File: config.mk
export PLATFORM = sky130hd
export DESIGN_NAME = power_converter_seq_flat
export DESIGN_NICKNAME = d
export VERILOG_FILES = /design/src/rtl/power_converter_seq_if.sv /design/src/rtl/power_converter_seq.sv /design/src/flat_wrapper.sv
export SDC_FILE = /design/constraint.sdc
export NUM_CORES = 1
export LEC_CHECK = 0
export CORE_UTILIZATION = 50
export DETAILED_ROUTE_END_ITERATION = 16
export PLACE_DENSITY = 0.84
export SLEW_MARGIN = 5
export SYNTH_ARGS = -nofsm -noshare
export SYNTH_HDL_FRONTEND = slang
export SYNTH_SLANG_ARGS = --single-unit
File: constraint.sdc
create_clock -name clk -period 3.65 [get_ports clk]
set_input_delay 0.365 -clock clk [delete_from_list [all_inputs] [get_ports clk]]
set_output_delay 0.365 -clock clk [all_outputs]
set_load 0.005 [all_outputs]
File: src/rtl/power_converter_seq_if.sv
// Signal bundle between the sampling/control side and the power converter sequencer.
// The master side supplies the run request, reference, samples and fault acknowledge.
// The slave side (the sequencer) returns the duty word, enable, status flags and state.
interface power_converter_seq_if;
  logic       en;
  logic [7:0] vref;
  logic       sample_valid;
  logic [7:0] vin;
  logic [7:0] vout;
  logic       fault_clr;
  logic [7:0] duty;
  logic       conv_on;
  logic       ready;
  logic       fault_uv;
  logic       fault_ov;
  logic [2:0] state;

  modport master (
    output en, vref, sample_valid, vin, vout, fault_clr,
    input  duty, conv_on, ready, fault_uv, fault_ov, state
  );

  modport slave (
    input  en, vref, sample_valid, vin, vout, fault_clr,
    output duty, conv_on, ready, fault_uv, fault_ov, state
  );
endinterface

File: src/rtl/power_converter_seq.sv
// Power converter sequencer/regulator.
// Soft-starts the duty word with a slow ramp, regulates duty toward vref with a
// deadband while running, ramps down when the run request drops, and latches
// under/over-voltage faults until they are acknowledged with the converter idle.
// Every output is a register; decisions made on this cycle's inputs show up at
// the next clock edge. rst_n is an active-high synchronous reset.
module power_converter_seq #(
  parameter int RAMP_DIV    = 4,
  parameter int VIN_MIN     = 40,
  parameter int VOUT_MAX    = 240,
  parameter int DUTY_MAX    = 200,
  parameter int HYST        = 2,
  parameter int COOL_CYCLES = 16
) (
  input  logic                  clk,
  input  logic                  rst_n,
  power_converter_seq_if.slave  bus
);

  typedef enum logic [2:0] {
    IDLE      = 3'd0,
    SOFTSTART = 3'd1,
    RUN       = 3'd2,
    RAMPDOWN  = 3'd3,
    FAULT     = 3'd4,
    COOLDOWN  = 3'd5
  } state_t;

  // A 1-clock ramp or cooldown still needs a 1-bit counter that simply stays at 0.
  localparam int RAMP_W = (RAMP_DIV > 1) ? $clog2(RAMP_DIV) : 1;
  localparam int COOL_W = (COOL_CYCLES > 1) ? $clog2(COOL_CYCLES) : 1;

  localparam logic [RAMP_W-1:0] RAMP_LAST  = RAMP_W'(RAMP_DIV - 1);
  localparam logic [COOL_W-1:0] COOL_LAST  = COOL_W'(COOL_CYCLES - 1);
  localparam logic [7:0]        VIN_MIN_L  = 8'(VIN_MIN);
  localparam logic [7:0]        VOUT_MAX_L = 8'(VOUT_MAX);
  localparam logic [7:0]        DUTY_MAX_L = 8'(DUTY_MAX);
  localparam logic [8:0]        HYST_L     = 9'(HYST);

  state_t              state_reg;
  logic [7:0]          duty_reg;
  logic                conv_on_reg;
  logic                ready_reg;
  logic                uv_reg;
  logic                ov_reg;
  logic [RAMP_W-1:0]   ramp_cnt;
  logic [COOL_W-1:0]   cool_cnt;

  logic [8:0] vout_ext;
  logic [8:0] vref_ext;
  logic       vin_low;
  logic       sample_uv;
  logic       sample_ov;
  logic       fault_hit;
  logic       ramp_tick;
  logic       reg_up;
  logic       reg_down;
  logic       run_reached;

  // Regulation compares are done one bit wider so vref+HYST and vout+HYST never wrap.
  assign vout_ext = {1'b0, bus.vout};
  assign vref_ext = {1'b0, bus.vref};

  assign vin_low     = bus.vin < VIN_MIN_L;
  assign sample_uv   = bus.sample_valid && vin_low;
  assign sample_ov   = bus.sample_valid && (bus.vout > VOUT_MAX_L);
  assign fault_hit   = sample_uv || sample_ov;
  assign ramp_tick   = ramp_cnt == RAMP_LAST;
  assign reg_up      = bus.sample_valid && ((vout_ext + HYST_L) < vref_ext);
  assign reg_down    = bus.sample_valid && (vout_ext > (vref_ext + HYST_L));
  assign run_reached = (bus.sample_valid && (bus.vout >= bus.vref)) || (duty_reg == DUTY_MAX_L);

  // Sequencer: state, duty word, enables, latched fault flags and the two timers.
  always_ff @(posedge clk) begin
    if (rst_n) begin
      state_reg   <= IDLE;
      duty_reg    <= '0;
      conv_on_reg <= 1'b0;
      ready_reg   <= 1'b0;
      uv_reg      <= 1'b0;
      ov_reg      <= 1'b0;
      ramp_cnt    <= '0;
      cool_cnt    <= '0;
    end else begin
      ramp_cnt <= ramp_tick ? '0 : ramp_cnt + 1'b1;
      case (state_reg)
        IDLE: begin
          duty_reg    <= '0;
          conv_on_reg <= 1'b0;
          ready_reg   <= 1'b0;
          if (bus.en && bus.sample_valid && !vin_low) begin
            state_reg   <= SOFTSTART;
            conv_on_reg <= 1'b1;
            ramp_cnt    <= '0;
          end
        end

        SOFTSTART: begin
          if (fault_hit) begin
            state_reg   <= FAULT;
            duty_reg    <= '0;
            conv_on_reg <= 1'b0;
            ready_reg   <= 1'b0;
            uv_reg      <= uv_reg || sample_uv;
            ov_reg      <= ov_reg || sample_ov;
            ramp_cnt    <= '0;
          end else if (!bus.en) begin
            state_reg <= RAMPDOWN;
            ramp_cnt  <= '0;
          end else if (run_reached) begin
            state_reg <= RUN;
            ready_reg <= 1'b1;
            ramp_cnt  <= '0;
          end else if (ramp_tick && (duty_reg < DUTY_MAX_L)) begin
            duty_reg <= duty_reg + 8'd1;
          end
        end

        RUN: begin
          if (fault_hit) begin
            state_reg   <= FAULT;
            duty_reg    <= '0;
            conv_on_reg <= 1'b0;
            ready_reg   <= 1'b0;
            uv_reg      <= uv_reg || sample_uv;
            ov_reg      <= ov_reg || sample_ov;
            ramp_cnt    <= '0;
          end else if (!bus.en) begin
            state_reg <= RAMPDOWN;
            ready_reg <= 1'b0;
            ramp_cnt  <= '0;
          end else if (reg_up) begin
            if (duty_reg < DUTY_MAX_L) begin
              duty_reg <= duty_reg + 8'd1;
            end
          end else if (reg_down) begin
            if (duty_reg != 8'd0) begin
              duty_reg <= duty_reg - 8'd1;
            end
          end
        end

        RAMPDOWN: begin
          if (fault_hit) begin
            state_reg   <= FAULT;
            duty_reg    <= '0;
            conv_on_reg <= 1'b0;
            ready_reg   <= 1'b0;
            uv_reg      <= uv_reg || sample_uv;
            ov_reg      <= ov_reg || sample_ov;
            ramp_cnt    <= '0;
          end else if (duty_reg == 8'd0) begin
            state_reg   <= IDLE;
            conv_on_reg <= 1'b0;
            ramp_cnt    <= '0;
          end else if (ramp_tick) begin
            duty_reg <= duty_reg - 8'd1;
          end
        end

        FAULT: begin
          duty_reg    <= '0;
          conv_on_reg <= 1'b0;
          ready_reg   <= 1'b0;
          if (bus.fault_clr && !bus.en) begin
            state_reg <= COOLDOWN;
            uv_reg    <= 1'b0;
            ov_reg    <= 1'b0;
            cool_cnt  <= '0;
            ramp_cnt  <= '0;
          end
        end

        COOLDOWN: begin
          duty_reg    <= '0;
          conv_on_reg <= 1'b0;
          ready_reg   <= 1'b0;
          if (cool_cnt == COOL_LAST) begin
            state_reg <= IDLE;
            cool_cnt  <= '0;
            ramp_cnt  <= '0;
          end else begin
            cool_cnt <= cool_cnt + 1'b1;
          end
        end

        default: begin
          state_reg   <= IDLE;
          duty_reg    <= '0;
          conv_on_reg <= 1'b0;
          ready_reg   <= 1'b0;
          ramp_cnt    <= '0;
        end
      endcase
    end
  end

  assign bus.duty     = duty_reg;
  assign bus.conv_on  = conv_on_reg;
  assign bus.ready    = ready_reg;
  assign bus.fault_uv = uv_reg;
  assign bus.fault_ov = ov_reg;
  assign bus.state    = state_reg;

endmodule
File: src/flat_wrapper.sv
// flat-port wrapper written by rule: the top's interface ports become plain ports
module power_converter_seq_flat 
#(
  parameter int RAMP_DIV    = 4,
  parameter int VIN_MIN     = 40,
  parameter int VOUT_MAX    = 240,
  parameter int DUTY_MAX    = 200,
  parameter int HYST        = 2,
  parameter int COOL_CYCLES = 16
)
  (clk, rst_n, bus_en, bus_vref, bus_sample_valid, bus_vin, bus_vout, bus_fault_clr, bus_duty, bus_conv_on, bus_ready, bus_fault_uv, bus_fault_ov, bus_state);
  power_converter_seq_if bus_i ();
  input  logic clk;
  input  logic rst_n;
  input wire logic [$bits(bus_i.en)-1:0] bus_en;
  input wire logic [$bits(bus_i.vref)-1:0] bus_vref;
  input wire logic [$bits(bus_i.sample_valid)-1:0] bus_sample_valid;
  input wire logic [$bits(bus_i.vin)-1:0] bus_vin;
  input wire logic [$bits(bus_i.vout)-1:0] bus_vout;
  input wire logic [$bits(bus_i.fault_clr)-1:0] bus_fault_clr;
  output wire logic [$bits(bus_i.duty)-1:0] bus_duty;
  output wire logic [$bits(bus_i.conv_on)-1:0] bus_conv_on;
  output wire logic [$bits(bus_i.ready)-1:0] bus_ready;
  output wire logic [$bits(bus_i.fault_uv)-1:0] bus_fault_uv;
  output wire logic [$bits(bus_i.fault_ov)-1:0] bus_fault_ov;
  output wire logic [$bits(bus_i.state)-1:0] bus_state;
  assign bus_i.en = bus_en;
  assign bus_i.vref = bus_vref;
  assign bus_i.sample_valid = bus_sample_valid;
  assign bus_i.vin = bus_vin;
  assign bus_i.vout = bus_vout;
  assign bus_i.fault_clr = bus_fault_clr;
  assign bus_duty = bus_i.duty;
  assign bus_conv_on = bus_i.conv_on;
  assign bus_ready = bus_i.ready;
  assign bus_fault_uv = bus_i.fault_uv;
  assign bus_fault_ov = bus_i.fault_ov;
  assign bus_state = bus_i.state;
  power_converter_seq #(.RAMP_DIV(RAMP_DIV), .VIN_MIN(VIN_MIN), .VOUT_MAX(VOUT_MAX), .DUTY_MAX(DUTY_MAX), .HYST(HYST), .COOL_CYCLES(COOL_CYCLES)) u_core (.clk(clk), .rst_n(rst_n), .bus(bus_i));
endmodule
==> results of run 1 <==
==> worst paths after layout <==
kind / to / cells past startpoint / slack (ns) / start
setup / recovery: u_core.bus.duty[4]$_SDFFE_PP0P_ / 13 / 0.43 / bus_vref[2]
hold / removal: u_core.ramp_cnt[0]$_SDFF_PP0_ / 1 / 0.43 / u_core.ramp_cnt[0]$_SDFF_PP0_
setup reg to reg: u_core.bus.duty[2]$_SDFFE_PP0P_ / 9 / 0.99 / u_core.bus.duty[0]$_SDFFE_PP0P_
hold reg to reg: u_core.ramp_cnt[0]$_SDFF_PP0_ / 1 / 0.43 / u_core.ramp_cnt[0]$_SDFF_PP0_
==> worst reg2reg max path, cell delays in order, from the launching register on <==
cell      delay, ns
dfxtp_1        0.37
inv_1          0.14
ha_1           0.23
nor3b_1        0.48
nand3_1        0.22
o2111a_1       0.20
o211ai_1       0.14
a311o_4        0.31
nand2_1        0.16
a221oi_1       0.30
==> power by group through the flow <==
stage,Combinational [mW],Sequential (mW),Clock (mW)
CTS,0.576,0.320,0.161
global route,0.649,0.327,0.167
floorplan,0.404,0.291,0
global placement,0.561,0.324,0
detailed placement,0.572,0.325,0
finish,0.585,0.322,0.159
==> cell families after synthesis <==
family                     count (synthesis)
buffers and inverters                     28
and+or+nand+nor                          118
adders and majority gates                 28
AOI/OAI and AO/OA                         80
DFF                                       21
xor gates and xnor gates                  11
==> final cells by class <==
class	count	area, sq um
Tap cell	50	62.6
Sequential cell	21	420
Fill cell	354	1390
Multi-Input combinational cell	237	1700
Clock inverter	1	5.00
Timing Repair Buffer	49	468
Inverter	16	60.1
Clock buffer	3	41.3
==> layer usage <==
layer | wire length, microns | track usage | vias up | part of all wire
met4 | 52 | 0.0561 | 0 | 0.0089
met2 | 2720 | 0.443 | 69 | 0.47
met1 | 2730 | 0.385 | 1122 | 0.47
li1 | - | - | 1182 | -
met3 | 325 | 0.0263 | 7 | 0.056
met5 | 0 | 0 | - | 0
==> synth_stat cells (6+ instances only) <==
| cell | count | area, sq um |
|---|---|---|
| ha_1 | 28 | 350 |
| nor2_1 | 24 | 90.1 |
| dfxtp_1 | 21 | 420 |
| nand2_1 | 20 | 75.1 |
| nand3_1 | 18 | 90.1 |
| nor3_1 | 18 | 90.1 |
| inv_1 | 16 | 60.1 |
| a21oi_1 | 11 | 55.1 |
| xnor2_1 | 8 | 70.1 |
| o21ai_0 | 7 | 35.0 |
| and3_1 | 6 | 37.5 |
| nor2b_1 | 6 | 37.5 |
==> stage by stage <==
step / hold WS (ns) / instance area [sq um]
CTS: 0.434 / 2760
finish: 0.428 / 2760
global route: 0.455 / 2760
global placement: 0.409 / 2710
floorplan: 0.403 / 2240
detailed placement: 0.422 / 2710
==> key figures, run 1 <==
STA
  – Final Max Tran Viols: 0
  – Fin worst setup slack: 0.426 ns
  – Max Fclk: 310 MHz
  – Final-report hold violation count: 0
  – Period utilisation layout: 0.883
  – Slew @ Worst Pin: 0.898 ns
  – Setup-failing EPs final: 0
  – Setup Total Neg Slack: 0 ns
  – Slew margin rel.: 0.399
  – RSZ-0062 raised after global routing: false
  – Final Skew: 0.00270 ns
  – Final min period: 3.22 ns

Drt
  – Vias per cell: 6.31
  – 1st-iter DRT viols: 265
  – Post-DRT Antenna Nets: 0
  – Post-Route WL: 5.83 mm
  – Wirelength per Cell: 15.5 microns
  – Vias: 2380
  – DRC Markers: 0
  – Pre-antenna DRT Iters: 4

Setup path
  – Slowest stage delay, CP: 0.52 ns
  – CP bufs+invs: 1
  – Critical Path Fanout Max: 7
  – CP arrival: 3.39 ns
  – CP Cell Sequence: clkdlybuf4s50_1 > ha_1 > and3_1 > nand3_1 > xnor2_1 > ha_1 > and4_1 > o21ai_0 > o211ai_1 > o211ai_1 > a311o_4 > a211o_1 > a32o_1
  – Crit Path Category: in2reg
  – Critical Path End Type: register
  – Startpoint Class: input pin
  – Delay-heaviest family, CP: compound AO/OA/AOI/OAI gates
  – Slowest cell on crit path: clkdlybuf4s50_1
  – Critical Path RT: 3.81 ns

Logic synthesis
  – Top_reg_cell synth: dfxtp_1
  – Synthesized Nets: 343
  – Synthesized flop and latch total: 21
  – YS warnings: 0
  – Netlist cell types: 60
  – Number of flops mapped to enable cells by yosys: 0
  – Main combinational cell family by area after synthesis: compound AO/OA/AOI/OAI gates
  – Post-synthesis mux area share: 0
  – Xor and xnor area share after synthesis: 0.0430
  – Post-synthesis async set-or-reset flop share: 0
  – Post-Synth Simple-Gate Area: 0.268
  – Adder-cell share of the synthesized area: 0.157
  – Syn Inst Count: 286
  – Post-Syn Area per Cell: 7.83 sq um
  – Post-synthesis sequential area ratio: 0.188
  – Synth Area in Compound Gates: 0.292
  – Mapped cell area: 0.00224 sq mm

Power
  – Net switching fraction of the power: 0.438
  – Peak VDD IR: 0.189 mV
  – Clock power frac: 0.149
  – Pleak: 1.12 nW
  – Comb power frac: 0.549
  – Reg power frac: 0.302
  – Power, Total: 1.07 mW
  – P_sw: 467 uW
  – Cell Pwr Density: 387 mW/mm^2
  – Pint: 599 uW

Final layout
  – Max reg flops: 8
  – Commonest non-fill, non-tap cell in the layout: clkdlybuf4s50_1
  – Finished Layout Cells: 377
  – Most frequent cells in the layout: 40 x clkdlybuf4s50_1, 28 x ha_1, 24 x nor2_1, 21 x dfxtp_1, 20 x nand2_1
  – Area delta synth->final: 23.2%
  – Final Core Density: 0.665
  – Diodes inserted: 0
  – Layout cell share with drive strength beyond 1: 0.0765
  – Final #Nets: 385

Min path
  – Worst min path class: reg2reg

Clocking
  – Cts hold-fix bufs: 0
  – CTS tree: built
  – CTS max path bufs: 2
  – Clk sinks: 21
  – H-tree depth: 1
  – Clock Tree Root: clkbuf_8
  – Clock buffer count from CTS: 3
  – Clk slew on worst S/H paths: 0.08 ns
  – Worst skew pair latency: 0.27 ns
  – Setup bufs post-CTS: 0
  – Resized Gates After CTS: 0

Floorplanning
  – Die area: 0.00475 sq mm
  – I/O Pins: 44
  – Die width: 68.9 microns
  – Initial Utilization: 0.540
  – Die height: 68.9 microns
  – Core area: 0.00414 sq mm
  – Num rows: 23

Flow run
  – # Max-Cap Violations: 0

Place
  – Post-Place Cells: 373
  – Worst slack at placement: 0.144 ns
  – DP Wirelength: 4.51 mm
  – IO buf count: 40
  – Placer Congestion: 0.913

Run status
  – Status: complete, no violations

GRT
  – Initial antenna violation count: 0
  – Total track usage: 0.272
  – Number of global-route vias before repair: 2117
  – Global-route wire length before repair: 9.96 mm
  – Largest net degree at the start of global routing: 25
  – Gr ovfl total: 0
Note: power is estimated with default switching activity, not from simulation.
==> run 2, diff against run 1 <==
Settings changed: PLACE_DENSITY 0.84 to 0.78, SETUP_SLACK_MARGIN from default to 0.3.
Clock period 3.65 ns to 3.7 ns, I/O delays scaled along.
==> run 2 against run 1 <==
Final area up 1.7%; critical path type unchanged; final cell count unchanged; critical path depth is the same; setup slack better by 0.035 ns; critical endpoint is now u_core.bus.duty[7]$_SDFFE_PP0P_; global-route usage decreased by 1.4 points; clock power is essentially flat; largest power group unchanged; power increased by 1.3%.
==> key figures, run 2 (synthesis results as in run 1) <==
Floorplanning
  – Die height: 68.9 microns (unchanged)
  – Die width: 68.9 microns (unchanged)
  – Initial Utilization: 0.540 (unchanged)
  – Die area: 0.00475 sq mm (unchanged)
  – Num rows: 23 (unchanged)
  – I/O Pins: 44 (unchanged)
  – Core area: 0.00414 sq mm (unchanged)

Min path
  – Hold wc startpoint: u_core.ramp_cnt[0]$_SDFF_PP0_ (unchanged)
  – Worst min path class: reg2reg (unchanged)

Setup path
  – Critical Path RT: 3.87 ns (was 3.81 ns)
  – Crit path from: bus_vref[1] (was bus_vref[2])
  – Critical Path End Type: register (unchanged)
  – Startpoint Class: input pin (unchanged)
  – CP arrival: 3.40 ns (was 3.39 ns)
  – R2R Setup Slk: 0.97 ns (was 0.99 ns)
  – Reg2reg start: u_core.bus.duty[0]$_SDFFE_PP0P_ (unchanged)
  – Critical Path Fanout Max: 7 (unchanged)
  – Crit Path Category: in2reg (unchanged)

Drt
  – DRC Markers: 0 (unchanged)
  – Vias: 2413 (was 2380)
  – Post-DRT Antenna Nets: 0 (unchanged)
  – 1st-iter DRT viols: 220 (was 265)
  – Pre-antenna DRT Iters: 5 (was 4)
  – Wirelength per Cell: 15.6 microns (was 15.5 microns)
  – Post-Route WL: 5.89 mm (was 5.83 mm)
  – Vias per cell: 6.40 (was 6.31)

Clocking
  – CTS tree: built (unchanged)
  – Clock Tree Root: clkbuf_8 (unchanged)
  – Clock buffer count from CTS: 3 (unchanged)
  – Clk sinks: 21 (unchanged)
  – H-tree depth: 1 (unchanged)
  – Cts hold-fix bufs: 0 (unchanged)
  – Worst skew pair latency: 0.27 ns (about the same)
  – Clk slew on worst S/H paths: 0.08 ns (about the same)
  – CTS max path bufs: 2 (unchanged)

Power
  – Peak VDD IR: 0.182 mV (was 0.189 mV)
  – Cell Pwr Density: 385 mW/mm^2 (was 387 mW/mm^2)
  – Pleak: 1.14 nW (was 1.12 nW)
  – Power, Total: 1.08 mW (was 1.07 mW)

Place
  – IO buf count: 40 (unchanged)
  – Placer Congestion: 0.851 (was 0.913)
  – Post-Place Cells: 371 (was 373)
  – Area after DPL: 0.00270 sq mm (was 0.00271 sq mm)
  – Worst slack at placement: 0.122 ns (was 0.144 ns)
  – DP Wirelength: 4.47 mm (was 4.51 mm)

STA
  – Final min period: 3.24 ns
  – Slew @ Worst Pin: 0.876 ns (was 0.898 ns)
  – RSZ-0062 raised after global routing: false (unchanged)
  – Period utilisation layout: 0.875
  – Final-report hold violation count: 0 (unchanged)
  – Slew margin rel.: 0.414 (was 0.399)
  – Setup-failing EPs final: 0 (unchanged)
  – Setup Total Neg Slack: 0 ns (unchanged)
  – Final Skew: 0.00345 ns (was 0.00270 ns)
  – Max Fclk: 309 MHz
  – Final Max Tran Viols: 0 (unchanged)
  – Fin worst setup slack: 0.461 ns (was 0.426 ns)

Final layout
  – Reg area: 420 sq um (unchanged)
  – Final #Nets: 385 (unchanged)
  – Most frequent cells in the layout: 38 x clkdlybuf4s50_1, 27 x ha_1, 23 x nor2_1, 21 x dfxtp_1, 20 x nand2_1 (was 40 x clkdlybuf4s50_1, 28 x ha_1, 24 x nor2_1, 21 x dfxtp_1, 20 x nand2_1)
  – Area delta synth->final: 25.3% (was 23.2%)
  – Diodes inserted: 0 (unchanged)
  – Commonest non-fill, non-tap cell in the layout: clkdlybuf4s50_1 (unchanged)
  – Max reg flops: 8 (unchanged)
  – Layout cell share with drive strength beyond 1: 0.0948 (was 0.0765)
  – Fill cell count: 370 (was 354)
  – Finished Layout Cells: 377 (unchanged)
  – Fin area: 0.00281 sq mm (was 0.00276 sq mm)
  – Multi-input logic area: 0.00174 sq mm (was 0.00170 sq mm)

GRT
  – Number of global-route vias before repair: 2034 (was 2117)
  – Largest net degree at the start of global routing: 25 (unchanged)
  – Initial antenna violation count: 0 (unchanged)
  – Total track usage: 0.258 (was 0.272)
  – Gr ovfl total: 0 (unchanged)
  – Global-route wire length before repair: 9.36 mm (was 9.96 mm)

Flow run
  – # Max-Cap Violations: 0 (unchanged)

Run status
  – Status: complete, no violations (unchanged)
## run 2: cell count changes in the layout (fill, tap and decap cells not counted), moves of 2 or more
cell	delta
clkdlybuf4s50_1	-2
dlymetal6s2s_1	+2
nand3_1	-2
nand3_2	+2
## run 2: per-stage QoR
| step | hold WS [ns] | utilization |
|---|---|---|
| 2_1_floorplan | 0.403 | - |
| 3_3_place_gp | 0.414 | 0.651 |
| 3_5_place_dp | 0.432 | 0.651 |
| 4_1_cts | 0.443 | 0.662 |
| 5_1_grt | 0.473 | 0.677 |
| 6_report | 0.434 | 0.677 |
## run 2: cell type report
class | instances | area share
sequential | 21 | 0.150
timing repair buffer | 49 | 0.169
tap | 50 | 0.0223
multi-input combinational | 237 | 0.622
inverter | 16 | 0.0214
clock buffer | 4 | 0.0161
## run 2: timing repair
item | CTS | global route
gates resized for setup | 0 | 10
endpoints found under the setup margin | 0 | 8
buffers inserted | 0 | 2
## run 2: power breakdown
group | internal, mW | switching (mW)
Clock | 0.0770 | 0.0837
Combinational | 0.269 | 0.331
Sequential | 0.255 | 0.0632
Total | 0.601 | 0.478
## run 2: final timing paths
check / end / cells past startpoint
setup reg to reg: u_core.bus.duty[2]$_SDFFE_PP0P_ / 9
hold reg to reg: u_core.ramp_cnt[0]$_SDFF_PP0_ / 1
setup / recovery: u_core.bus.duty[7]$_SDFFE_PP0P_ / 13
hold / removal: u_core.ramp_cnt[0]$_SDFF_PP0_ / 1
## run 2: worst max-delay path, stage by stage
cell and delay, ns:
clkdlybuf4s50_1 0.48, ha_2 0.19, and3_4 0.18, nand3_1 0.09, xnor2_1 0.14, ha_1 0.31, and4_1 0.20, nand3_1 0.11
o2111a_1 0.19, o211ai_1 0.13, a311o_4 0.48, a211o_1 0.31, a32o_1 0.20
## run 2: per-layer routing
metal  part of all wire  wire length, microns  global-route usage
met3              0.061                   357              0.0378
met1               0.46                  2700               0.350
met2               0.47                  2770               0.425
met4              0.011                    63              0.0612
met5                  0                     0                   0
